--- src/rtl/ps2_key_state_pkg.sv ---
// Shared scan-code constants, key_state bit layout and decoder states for the
// PS/2 movement-key front end.
package ps2_key_state_pkg;

  localparam logic [7:0] SC_EXT   = 8'hE0;
  localparam logic [7:0] SC_BRK   = 8'hF0;
  localparam logic [7:0] SC_LEFT  = 8'h6B;
  localparam logic [7:0] SC_UP    = 8'h75;
  localparam logic [7:0] SC_RIGHT = 8'h74;
  localparam logic [7:0] SC_DOWN  = 8'h72;
  localparam logic [7:0] SC_JUMP  = 8'h29;

  localparam int unsigned KEY_LEFT  = 0;
  localparam int unsigned KEY_UP    = 1;
  localparam int unsigned KEY_RIGHT = 2;
  localparam int unsigned KEY_DOWN  = 3;
  localparam int unsigned KEY_JUMP  = 4;

  typedef enum logic [1:0] {IDLE, EXT, BRK, EXT_BRK} dec_state_t;

  // One-hot key_state mask for an extended arrow code, zero for anything else.
  function automatic logic [4:0] arrow_mask(input logic [7:0] code);
    logic [4:0] m;
    m = '0;
    case (code)
      SC_LEFT:  m[KEY_LEFT]  = 1'b1;
      SC_UP:    m[KEY_UP]    = 1'b1;
      SC_RIGHT: m[KEY_RIGHT] = 1'b1;
      SC_DOWN:  m[KEY_DOWN]  = 1'b1;
      default:  m = '0;
    endcase
    return m;
  endfunction

endpackage

--- src/rtl/ps2_rx.sv ---
// PS/2 frame receiver: synchronise, glitch-filter ps2_clk, shift in
// start/8 data/odd parity/stop, and drop stalled frames after a timeout.
module ps2_rx #(
  parameter int unsigned FILTER_LEN     = 4,
  parameter int unsigned TIMEOUT_CYCLES = 50000
) (
  input  logic       clk,
  input  logic       rst_n,
  input  logic       ps2_clk,
  input  logic       ps2_data,
  output logic [7:0] scan_code,
  output logic       code_valid,
  output logic       frame_err
);

  localparam int unsigned FW = (FILTER_LEN > 1) ? $clog2(FILTER_LEN) : 1;
  localparam int unsigned TW = $clog2(TIMEOUT_CYCLES + 1);

  logic [1:0]    clk_sync, data_sync;
  logic          clk_filt;
  logic [FW-1:0] flt_cnt;
  logic          flip, fall, in_frame, timeout, din;
  logic [3:0]    bit_cnt;
  logic [7:0]    shreg;
  logic          parity;
  logic [TW-1:0] to_cnt;

  always_ff @(posedge clk or negedge rst_n) begin
    if (!rst_n) begin
      clk_sync  <= 2'b11;
      data_sync <= 2'b11;
    end else begin
      clk_sync  <= {clk_sync[0], ps2_clk};
      data_sync <= {data_sync[0], ps2_data};
    end
  end

  assign din = data_sync[1];

  // The filtered level flips on the FILTER_LEN-th consecutive differing
  // sample; the falling edge is reported in that same cycle.
  assign flip = (clk_sync[1] != clk_filt) && (flt_cnt == FW'(FILTER_LEN - 1));
  assign fall = flip && clk_filt;

  always_ff @(posedge clk or negedge rst_n) begin
    if (!rst_n) begin
      clk_filt <= 1'b1;
      flt_cnt  <= '0;
    end else if (clk_sync[1] == clk_filt) begin
      flt_cnt  <= '0;
    end else if (flip) begin
      clk_filt <= ~clk_filt;
      flt_cnt  <= '0;
    end else begin
      flt_cnt  <= flt_cnt + 1'b1;
    end
  end

  assign in_frame = (bit_cnt != 4'd0);
  assign timeout  = in_frame && !fall && (to_cnt == TW'(TIMEOUT_CYCLES - 1));

  always_ff @(posedge clk or negedge rst_n) begin
    if (!rst_n) begin
      bit_cnt    <= 4'd0;
      shreg      <= '0;
      parity     <= 1'b0;
      to_cnt     <= '0;
      scan_code  <= '0;
      code_valid <= 1'b0;
      frame_err  <= 1'b0;
    end else begin
      code_valid <= 1'b0;
      frame_err  <= 1'b0;
      if (!in_frame || fall) to_cnt <= '0;
      else                   to_cnt <= to_cnt + 1'b1;

      if (timeout) begin
        bit_cnt   <= 4'd0;
        frame_err <= 1'b1;
      end else if (fall) begin
        case (bit_cnt)
          4'd0: if (!din) bit_cnt <= 4'd1;
          4'd9: begin
            parity  <= din;
            bit_cnt <= 4'd10;
          end
          4'd10: begin
            bit_cnt <= 4'd0;
            if (din && (^{shreg, parity})) begin
              scan_code  <= shreg;
              code_valid <= 1'b1;
            end else begin
              frame_err  <= 1'b1;
            end
          end
          default: begin
            shreg   <= {din, shreg[7:1]};
            bit_cnt <= bit_cnt + 4'd1;
          end
        endcase
      end
    end
  end

endmodule

--- src/rtl/ps2_key_state.sv ---
// PS/2 keyboard to held-key vector: frame receiver plus make/break decoder
// tracking arrows (extended) and jump (29).
module ps2_key_state
  import ps2_key_state_pkg::*;
#(
  parameter int unsigned FILTER_LEN     = 4,
  parameter int unsigned TIMEOUT_CYCLES = 50000
) (
  input  logic       clk,
  input  logic       rst_n,
  input  logic       ps2_clk,
  input  logic       ps2_data,
  output logic [4:0] key_state,
  output logic [7:0] scan_code,
  output logic       code_valid,
  output logic       frame_err
);

  dec_state_t state, state_n;
  logic [4:0] keys_n, mask;

  ps2_rx #(
    .FILTER_LEN    (FILTER_LEN),
    .TIMEOUT_CYCLES(TIMEOUT_CYCLES)
  ) u_rx (
    .clk       (clk),
    .rst_n     (rst_n),
    .ps2_clk   (ps2_clk),
    .ps2_data  (ps2_data),
    .scan_code (scan_code),
    .code_valid(code_valid),
    .frame_err (frame_err)
  );

  always_ff @(posedge clk or negedge rst_n) begin
    if (!rst_n) begin
      state     <= IDLE;
      key_state <= '0;
    end else begin
      state     <= state_n;
      key_state <= keys_n;
    end
  end

  always_comb begin
    state_n = state;
    keys_n  = key_state;
    mask    = arrow_mask(scan_code);
    if (frame_err) begin
      state_n = IDLE;
    end else if (code_valid) begin
      state_n = IDLE;
      case (state)
        IDLE: begin
          if (scan_code == SC_EXT)       state_n = EXT;
          else if (scan_code == SC_BRK)  state_n = BRK;
          else if (scan_code == SC_JUMP) keys_n[KEY_JUMP] = 1'b1;
        end
        EXT: begin
          if (scan_code == SC_BRK) state_n = EXT_BRK;
          else                     keys_n = key_state | mask;
        end
        BRK: begin
          if (scan_code == SC_EXT)       state_n = EXT;
          else if (scan_code == SC_JUMP) keys_n[KEY_JUMP] = 1'b0;
        end
        EXT_BRK: begin
          if (scan_code == SC_EXT) state_n = EXT;
          else                     keys_n = key_state & ~mask;
        end
        default: state_n = IDLE;
      endcase
    end
  end

endmodule
--- config.mk ---
export PLATFORM = sky130hd
export DESIGN_NAME = ps2_key_state
export DESIGN_NICKNAME = d
export VERILOG_FILES = /design/src/rtl/ps2_key_state_pkg.sv /design/src/rtl/ps2_rx.sv /design/src/rtl/ps2_key_state.sv
export SDC_FILE = /design/constraint.sdc
export NUM_CORES = 1
export LEC_CHECK = 0
export CAP_MARGIN = 20
export CELL_PAD_IN_SITES_DETAIL_PLACEMENT = 0
export CELL_PAD_IN_SITES_GLOBAL_PLACEMENT = 1
export CORE_ASPECT_RATIO = 0.6
export CORE_MARGIN = 4
export CORE_UTILIZATION = 50
export DETAILED_ROUTE_END_ITERATION = 10
export PLACE_DENSITY = 0.82
export SKIP_CTS_REPAIR_TIMING = 1
export SYNTH_ARGS = -nofsm -noshare
export SYNTH_HDL_FRONTEND = slang
export SYNTH_SLANG_ARGS = --single-unit
--- constraint.sdc ---
create_clock -name clk -period 3 [get_ports clk]
set_clock_uncertainty 0.05 [all_clocks]
set_input_delay 0.6 -clock clk [delete_from_list [all_inputs] [get_ports clk]]
set_output_delay 0.6 -clock clk [all_outputs]
set_load 0.01 [all_outputs]
# ---- Word level (Yosys, flattened, before mapping)
# Index checks and enable logic that the tools add are counted.
dict set report word_totals {
  wordCells 108
  reg_bits 53
}
dict set report classes {
  n_addsub 3
  eq_ne 24
  n_bitwise 8
  n_reduce_logical 24
  mux 35
}
# op n
set op_table {}
lappend op_table {{8-bit by 7-bit == test with 1-bit output (second input constant)} 4}
lappend op_table {{1-bit 2-to-1 mux} 18}
lappend op_table {{16-bit by 1-bit adder with 16-bit output (second input constant)} 1}
lappend op_table {{16-bit == test (second input constant)} 1}
lappend op_table {{8-bit == test (second input constant)} 2}
lappend op_table {{16-bit 2-to-1 mux} 1}
lappend op_table {{2-bit 2-to-1 mux} 7}
lappend op_table {{2-bit != test (second input constant)} 7}
lappend op_table {{4-bit 2-to-1 mux} 3}
lappend op_table {{4-bit case mux with 3 select lines} 1}
lappend op_table {{5-bit 2-to-1 mux} 2}
lappend op_table {{9-bit AND reduction} 1}
lappend op_table {{9-bit XOR reduction} 1}
lappend op_table {{4-bit == test (second input constant)} 2}
lappend op_table {{8-bit by 6-bit == test with 1-bit output (second input constant)} 1}
lappend op_table {{4-bit case mux with 2 select lines} 1}
lappend op_table {{2-bit == test (second input constant)} 3}
lappend op_table {{2-bit case mux with 3 select lines} 1}
lappend op_table {{3-bit AND reduction} 2}
lappend op_table {{2-bit nonzero test} 3}
lappend op_table {{5-bit AND} 1}
lappend op_table {{1-bit logical AND} 5}
lappend op_table {{1-bit NOT} 5}
lappend op_table {{4-bit NOT with 5-bit output} 1}
lappend op_table {{other kinds (18)} 20}

# ---- Logic depth before layout (Yosys ltp)
# Gate-level depths: netlist of the first run.
dict set report logic_depth {
  depth_word 8
  mapped_depth 7
  ltp_nobuf 7
}

# ---- By module
# From an unflattened synthesis of the first run, not the netlist that was laid out.
dict set report unflattened {
  hier_cells 222
  area_unflattened_um2 2586.2
}
# module area_each_um2 instances cells_each
set modules_own_cells {}
lappend modules_own_cells {ps2_rx 2175.8 1 186}
lappend modules_own_cells {ps2_key_state 410.4 1 36}

# ---- Least setup slack after synthesis of the first run
# Ideal clock, no wire load.
dict set report synth_path {
  path_kind {register -> register}
  from {register u_rx.shreg[0]}
  to {register u_rx.scan_code[0]}
  required_ns 2.825
  setup_slack_ns 1.129
  path_buffers 1
  path_stages_with_launch 7
  arrival_time_ns 1.696
  period_less_slack_ns 1.871
  setup_time_ns 0.125
  path_cell_list {dfrtp_1 > xnor3_1 > or2b_4 > mux2i_1 > and2b_1 > buf_6 > mux2_4}
}
dict set report synth_via {
  elab_chain_cells 3
}
# item line
set synth_rtl {}
lappend synth_rtl {{start, declared} ps2_rx.sv:24} ;# logic [7:0] shreg;
lappend synth_rtl {{start signal, assigned} ps2_rx.sv:97} ;# shreg <= {din, shreg[7:1]};
lappend synth_rtl {{9-bit XOR reduction} ps2_rx.sv:89} ;# if (din && (^{shreg, parity})) begin
lappend synth_rtl {{1-bit logical AND} ps2_rx.sv:89}
lappend synth_rtl {{4-bit AND reduction (no line)} n/a}
lappend synth_rtl {{end signal, assigned} ps2_rx.sv:90} ;# scan_code <= shreg;
lappend synth_rtl {{end, declared} ps2_rx.sv:11} ;# output logic [7:0] scan_code,
# Several ways; a longest one is shown, not always the timed one.
# A chain may end at the register's enable or synchronous reset.

# ---- Final worst setup path of the first run
dict set report layout_path {
  from {register u_rx.shreg[0]}
  to {register u_rx.scan_code[6]}
}
dict set report layout_via {
  elab_chain_cells 3
}
# item line
set layout_rtl {}
lappend layout_rtl {{9-bit XOR reduction} ps2_rx.sv:89}
lappend layout_rtl {{1-bit logical AND} ps2_rx.sv:89}
lappend layout_rtl {{4-bit AND reduction (no line)} n/a}
# Every way passes these cells.

==> impl_metrics.ini, run 1 <==
[timing]
fin_crit_sh_pct = 72.0
worst_slack_ns = 0.841
fmax_mhz = 463
rsz0062_at_grt = false
hold_violations = 0
setup_viol = 0
maxSlewViolCount = 0
relSlewSlack_pct = 65.2
min_period_ns = 2.16
finalSetupTns_ns = 0
tightest_slew_ns = 0.521

[die]
rows = 19
dieArea_mm2 = 0.00629
ioPinCount = 19
die_y_um = 63.1
start_util_pct = 53.4
die_w_um = 99.8
core_area_mm2 = 0.00473

[synthesis]
synth_compound_area_share_pct = 4.75
yosys_warnings = 0
netlist_instances = 221
ys_types = 40
synthFlopType = dfrtp_1
syn_area_mm2 = 0.00253
syn_area_per_cell_um2 = 11.4
ys_seq_area_share_pct = 52.7
synth_edf_count = 0
synthTopCellsByArea = dfrtp_1 48%, mux2_2 5.8%, dfstp_2 5.2%
yosys.area_share.simple_pct = 19.0
synth_top_area_share_pct = 47.5
synthXorXnorAreaFrac_pct = 8.02
synth_seq_cells = 53
async_flop_share_pct = 100
synth_top_area_cell = dfrtp_1
synth_nets = 231
synth_mux_area_share_pct = 11.3
synth-adder-area-share_pct = 2.97
synth_top_family_by_area = simple AND/OR/NAND/NOR gates

[routing]
antenna_left = 0
drt_iter0_drc = 78
wl_um = 4470
detail_route.wl_per_cell_um = 14.5
vias_per_cell = 5.24
first_pass_iters = 4
drcViolationCount = 0
vias = 1620

[cts]
htreeDepth = 2
clock-root-buffer = clkbuf_8
cts.sinks = 53
clockBufferDepth = 2
insertion_delay_ns = 0.31
cts_tree = yes
path_clk_slew_ns = 0.10
cts_buffers = 5

[critical_path]
path_class = flip-flop to flip-flop
reg2reg_from = u_rx.shreg[0]
required_ns = 3.15
crit_arrival_ns = 2.31
cp-end-kind = flip-flop
path_max_fanout = 9
r2r_end = u_rx.scan_code[6]
r2r_setup_slack_ns = 0.84
reg2reg_depth = 5
critPathLaunchType = flip-flop

[global_routing]
grt_pass1_wl_um = 7760
overflow = 0
antenna_found_initial = 0
grt_usage_pct = 15.6
grt_max_degree = 48
grt_pass1_vias = 1562

[placed_design]
dp_hpwl_um = 3170
portBuffers = 18
dp_slack_ns = 0.829
routabilityCongestion = 0.787

[layout]
layout_commonest_cell = dfrtp_1
final_core_util_pct = 60.8
n_fill_cell = 385
n_antenna_cell = 0
multi_input_area_mm2 = 0.00116
nets = 255
drive_gt1_share_pct = 15.4
area_growth_pct = 13.9
final_cell_mix = 48 x dfrtp_1, 26 x nor2_1, 17 x clkdlybuf4s50_1, 14 x nand2_1, 13 x mux2_2
seq_area_mm2 = 0.00133

[worst_hold_path]
hold_class = primary input to async pin

[power_and_ir_drop]
power.leakage_nw = 1.31
p_per_area_mw_per_mm2 = 504
vdd_drop_max_mv = 0.322

[outcome]
status = finished clean

[run]
maxCapViolations = 0
## routing by layer
| metal | track usage [%] | wire length (um) | vias to the layer above |
|---|---|---|---|
| met2 | 19.3 | 1640 | 25 |
| met4 | 4.60 | 55 | 0 |
| li1 | - | - | 826 |
| met5 | 0 | 0 | - |
| met1 | 25.7 | 2540 | 762 |
| met3 | 4.41 | 237 | 7 |
## state kept, by name, summed over array words and instances (netlist names), 2 cells and up, named ones only
signal / flops
u_rx.scan_code: 8
u_rx.shreg: 8
state: 2
u_rx.clk_sync: 2
u_rx.data_sync: 2
u_rx.bit_cnt: 4
u_rx.to_cnt: 16
u_rx.flt_cnt: 2
## metrics by stage
step | instances | power, mW | hold slack (ns) | area (um^2)
CTS | 308 | 1.46 | 0.312 | 2860
floorplan | 221 | 0.988 | 0.254 | 2530
global placement | 300 | 1.06 | 0.296 | 2770
detailed placement | 300 | 1.06 | 0.297 | 2770
finish | 309 | 1.45 | 0.0684 | 2880
global route | 309 | 1.55 | 0.0669 | 2880
## report_power, final
part | total [mW] | switching (mW) | internal, mW
Clock | 0.406 | 0.241 | 0.165
Sequential | 0.812 | 0.0436 | 0.769
Combinational | 0.232 | 0.139 | 0.0928
## synthesized netlist by cell type, drive strengths merged (2+ instances only)
cell type and number:
inv 3, nor3b 2, nand4 6, clkbuf 2, nand2b 3, or3 3, nor4 2, nor2 26
xor2 11, nand3 11, xnor3 2, and3 5, xnor2 7, ha 6, o21ai 9, mux2 21
mux2i 2, nor2b 5, nor3 6, nand2 14, dfstp 5, dfrtp 48, nand4b 2, and2 2
a21oi 4
## area by class of cell
type                            count  share of cell area, %
Tap cell                           63                   2.74
Multi-Input combinational cell    162                   40.5
Sequential cell                    53                   46.3
Clock inverter                      2                  0.522
Timing Repair Buffer               20                   7.04
Clock buffer                        6                   2.52
Inverter                            3                  0.391
## cells by family (layout without fill, tap and decap cells)
family                     after synthesis  after routing
buffers and inverters                    6             31
muxes                                   23             23
AOI/OAI and AO/OA                       20             20
DFF                                     53             53
adders and majority gates                6              6
xor gates and xnor gates                20             20
and+or+nand+nor                         93             93
## how the worst max path moves through the flow
stage                  start                 to  slack, ns  cells past startpoint
6_report       u_rx.shreg[0]  u_rx.scan_code[6]       0.84                      5
3_5_place_dp   u_rx.shreg[0]  u_rx.scan_code[6]       0.83                      5
2_1_floorplan  u_rx.shreg[0]  u_rx.scan_code[0]       1.13                      6
3_3_place_gp   u_rx.shreg[0]  u_rx.scan_code[6]       0.88                      5
5_1_grt        u_rx.shreg[0]  u_rx.scan_code[6]       0.75                      5
4_1_cts        u_rx.shreg[0]  u_rx.scan_code[6]       0.82                      5
## worst max-delay path, cell delays in order (launching register included)
cell	delay, ns
dfrtp_1	0.38
xnor3_1	0.42
or2b_4	0.25
mux2i_1	0.15
and2b_1	0.46
mux2_4	0.34
Power figures use the tool's default switching activity.
==> run 2: changes to the inputs <==
Settings changed: CORE_UTILIZATION 50 to 46, PLACE_DENSITY 0.82 to 0.76.
Clock period 3 ns to 2 ns, I/O delays scaled along.
==> impl_metrics.ini, run 2 (synthesis results as in run 1) <==
[outcome]
violations = setup timing
status = finished with violations

[routing]
vias_per_cell = 5.14
topRoutingLayerUsed = met4
drt_iter0_drc = 66
wl_um = 4710
wl_met3_um = 148
vias = 1696
detail_route.wl_per_cell_um = 14.3
drcViolationCount = 0
wl_met1_um = 2650
first_pass_iters = 4
dr_wl_met2_um = 1880
antenna_left = 0

[die]
start_util_pct = 48.8
die_y_um = 65.4
ioPinCount = 19
dieArea_mm2 = 0.00678
rows = 20
core_area_mm2 = 0.00518
die_w_um = 104

[placed_design]
portBuffers = 18
dp_slack_ns = 0.0298
dpl.cell_count = 317
routabilityCongestion = 0.840
dp_hpwl_um = 3460

[critical_path]
crit_arrival_ns = 2.15
path_max_fanout = 9
required_ns = 2.15
critPathLaunchType = flip-flop
path_class = flip-flop to flip-flop
cp-end-kind = flip-flop
cp_cell_sequence = xnor2_2, xnor3_1, mux2i_1, and2b_1, buf_12, mux2_4
max_stage_delay_ns = 0.44
critPathSlowestCell = xnor3_1

[power_and_ir_drop]
vdd_drop_max_mv = 0.418
p_per_area_mw_per_mm2 = 765
power.leakage_nw = 1.42

[timing]
tightest_slew_ns = 0.525
setup_viol = 2
hold_violations = 0
relSlewSlack_pct = 64.7
maxSlewViolCount = 0
fmax_mhz = 499
worst_slack_ns = -0.00212
min_period_ns = 2.00
fin_crit_sh_pct = 100
timing.hold.ws_ns = 0.310
rsz0062_at_grt = true
finalSetupTns_ns = -0.00299

[worst_hold_path]
hold_class = flip-flop to flip-flop

[run]
maxCapViolations = 0

[global_routing]
antenna_found_initial = 0
grt_usage_pct = 15.5
grt_pass1_vias = 1675
overflow = 0
grt_max_degree = 37
grt_pass1_wl_um = 8310

[cts]
cts_tree = yes
cts.sinks = 53
insertion_delay_ns = 0.31
htreeDepth = 2
clockBufferDepth = 2
cts_buffers = 5
clock-root-buffer = clkbuf_8
path_clk_slew_ns = 0.09

[layout]
nets = 273
final_core_util_pct = 59.3
multi_input_area_mm2 = 0.00118
area_growth_pct = 21.5
largest_register_ffs = 16
regMostFlops = u_rx.to_cnt
largestRegisters = u_rx.to_cnt: 16 flops, u_rx.scan_code: 8 flops, u_rx.shreg: 8 flops
n_fill_cell = 435
final_cell_mix = 45 x dfrtp_1, 26 x nor2_1, 17 x clkdlybuf4s50_1, 17 x buf_4, 14 x nand2_1
drive_gt1_share_pct = 22.7
seq_area_mm2 = 0.00134
fin_cells = 330
layout_commonest_cell = dfrtp_1
n_antenna_cell = 0
-- run 2: final cells by class --
| type | count | share of cell area (%) |
|---|---|---|
| Tap cell | 66 | 2.69 |
| Clock inverter | 2 | 1.26 |
| Clock buffer | 6 | 2.36 |
| Timing Repair Buffer | 38 | 11.5 |
| Sequential cell | 53 | 43.5 |
| Inverter | 3 | 0.367 |
| Multi-Input combinational cell | 162 | 38.3 |
-- run 2: metal layers --
metal,GRT usage [%],up-vias
li1,-,860
met5,0,-
met2,21.7,19
met1,23.6,814
met3,3.83,3
met4,4.48,0
-- run 2: worst max-delay path: cells and delay by family, from the launching register on --
family | cells | cell delay [ns]
multiplexers | 2 | 0.49
AND/OR/NAND/NOR | 1 | 0.19
XOR/XNOR | 2 | 0.60
buffers and inverters | 1 | 0.14
flip-flops | 1 | 0.42
-- run 2: path summary, 6_finish.rpt --
kind,from,endpoint,slack [ns],cells past startpoint
setup / recovery,u_rx.shreg[3],u_rx.scan_code[3],-0.002,6
hold / removal,u_rx.clk_sync[0],u_rx.clk_sync[1],0.31,0
setup reg to reg,u_rx.shreg[3],u_rx.scan_code[3],-0.002,6
hold reg to reg,u_rx.clk_sync[0],u_rx.clk_sync[1],0.31,0
max in group asynchronous,rst_n,u_rx.clk_filt,0.79,3
min in group asynchronous,rst_n,async pin,0.50,2
-- run 2: per-stage QoR --
step / total power, mW / area (um^2)
final: 2.35 / 3070
after global routing: 2.51 / 3070
after CTS: 2.36 / 3020
after detailed placement: 1.62 / 2900
after global placement: 1.62 / 2900
after floorplan: 1.48 / 2530
-- run 2: where the power goes --
part | internal, mW | total [mW] | leakage (nW) | switching, mW
logic | 0.179 | 0.410 | 0.653 | 0.231
clock network | 0.376 | 0.724 | 0.0554 | 0.348
registers | 1.16 | 1.22 | 0.713 | 0.0606
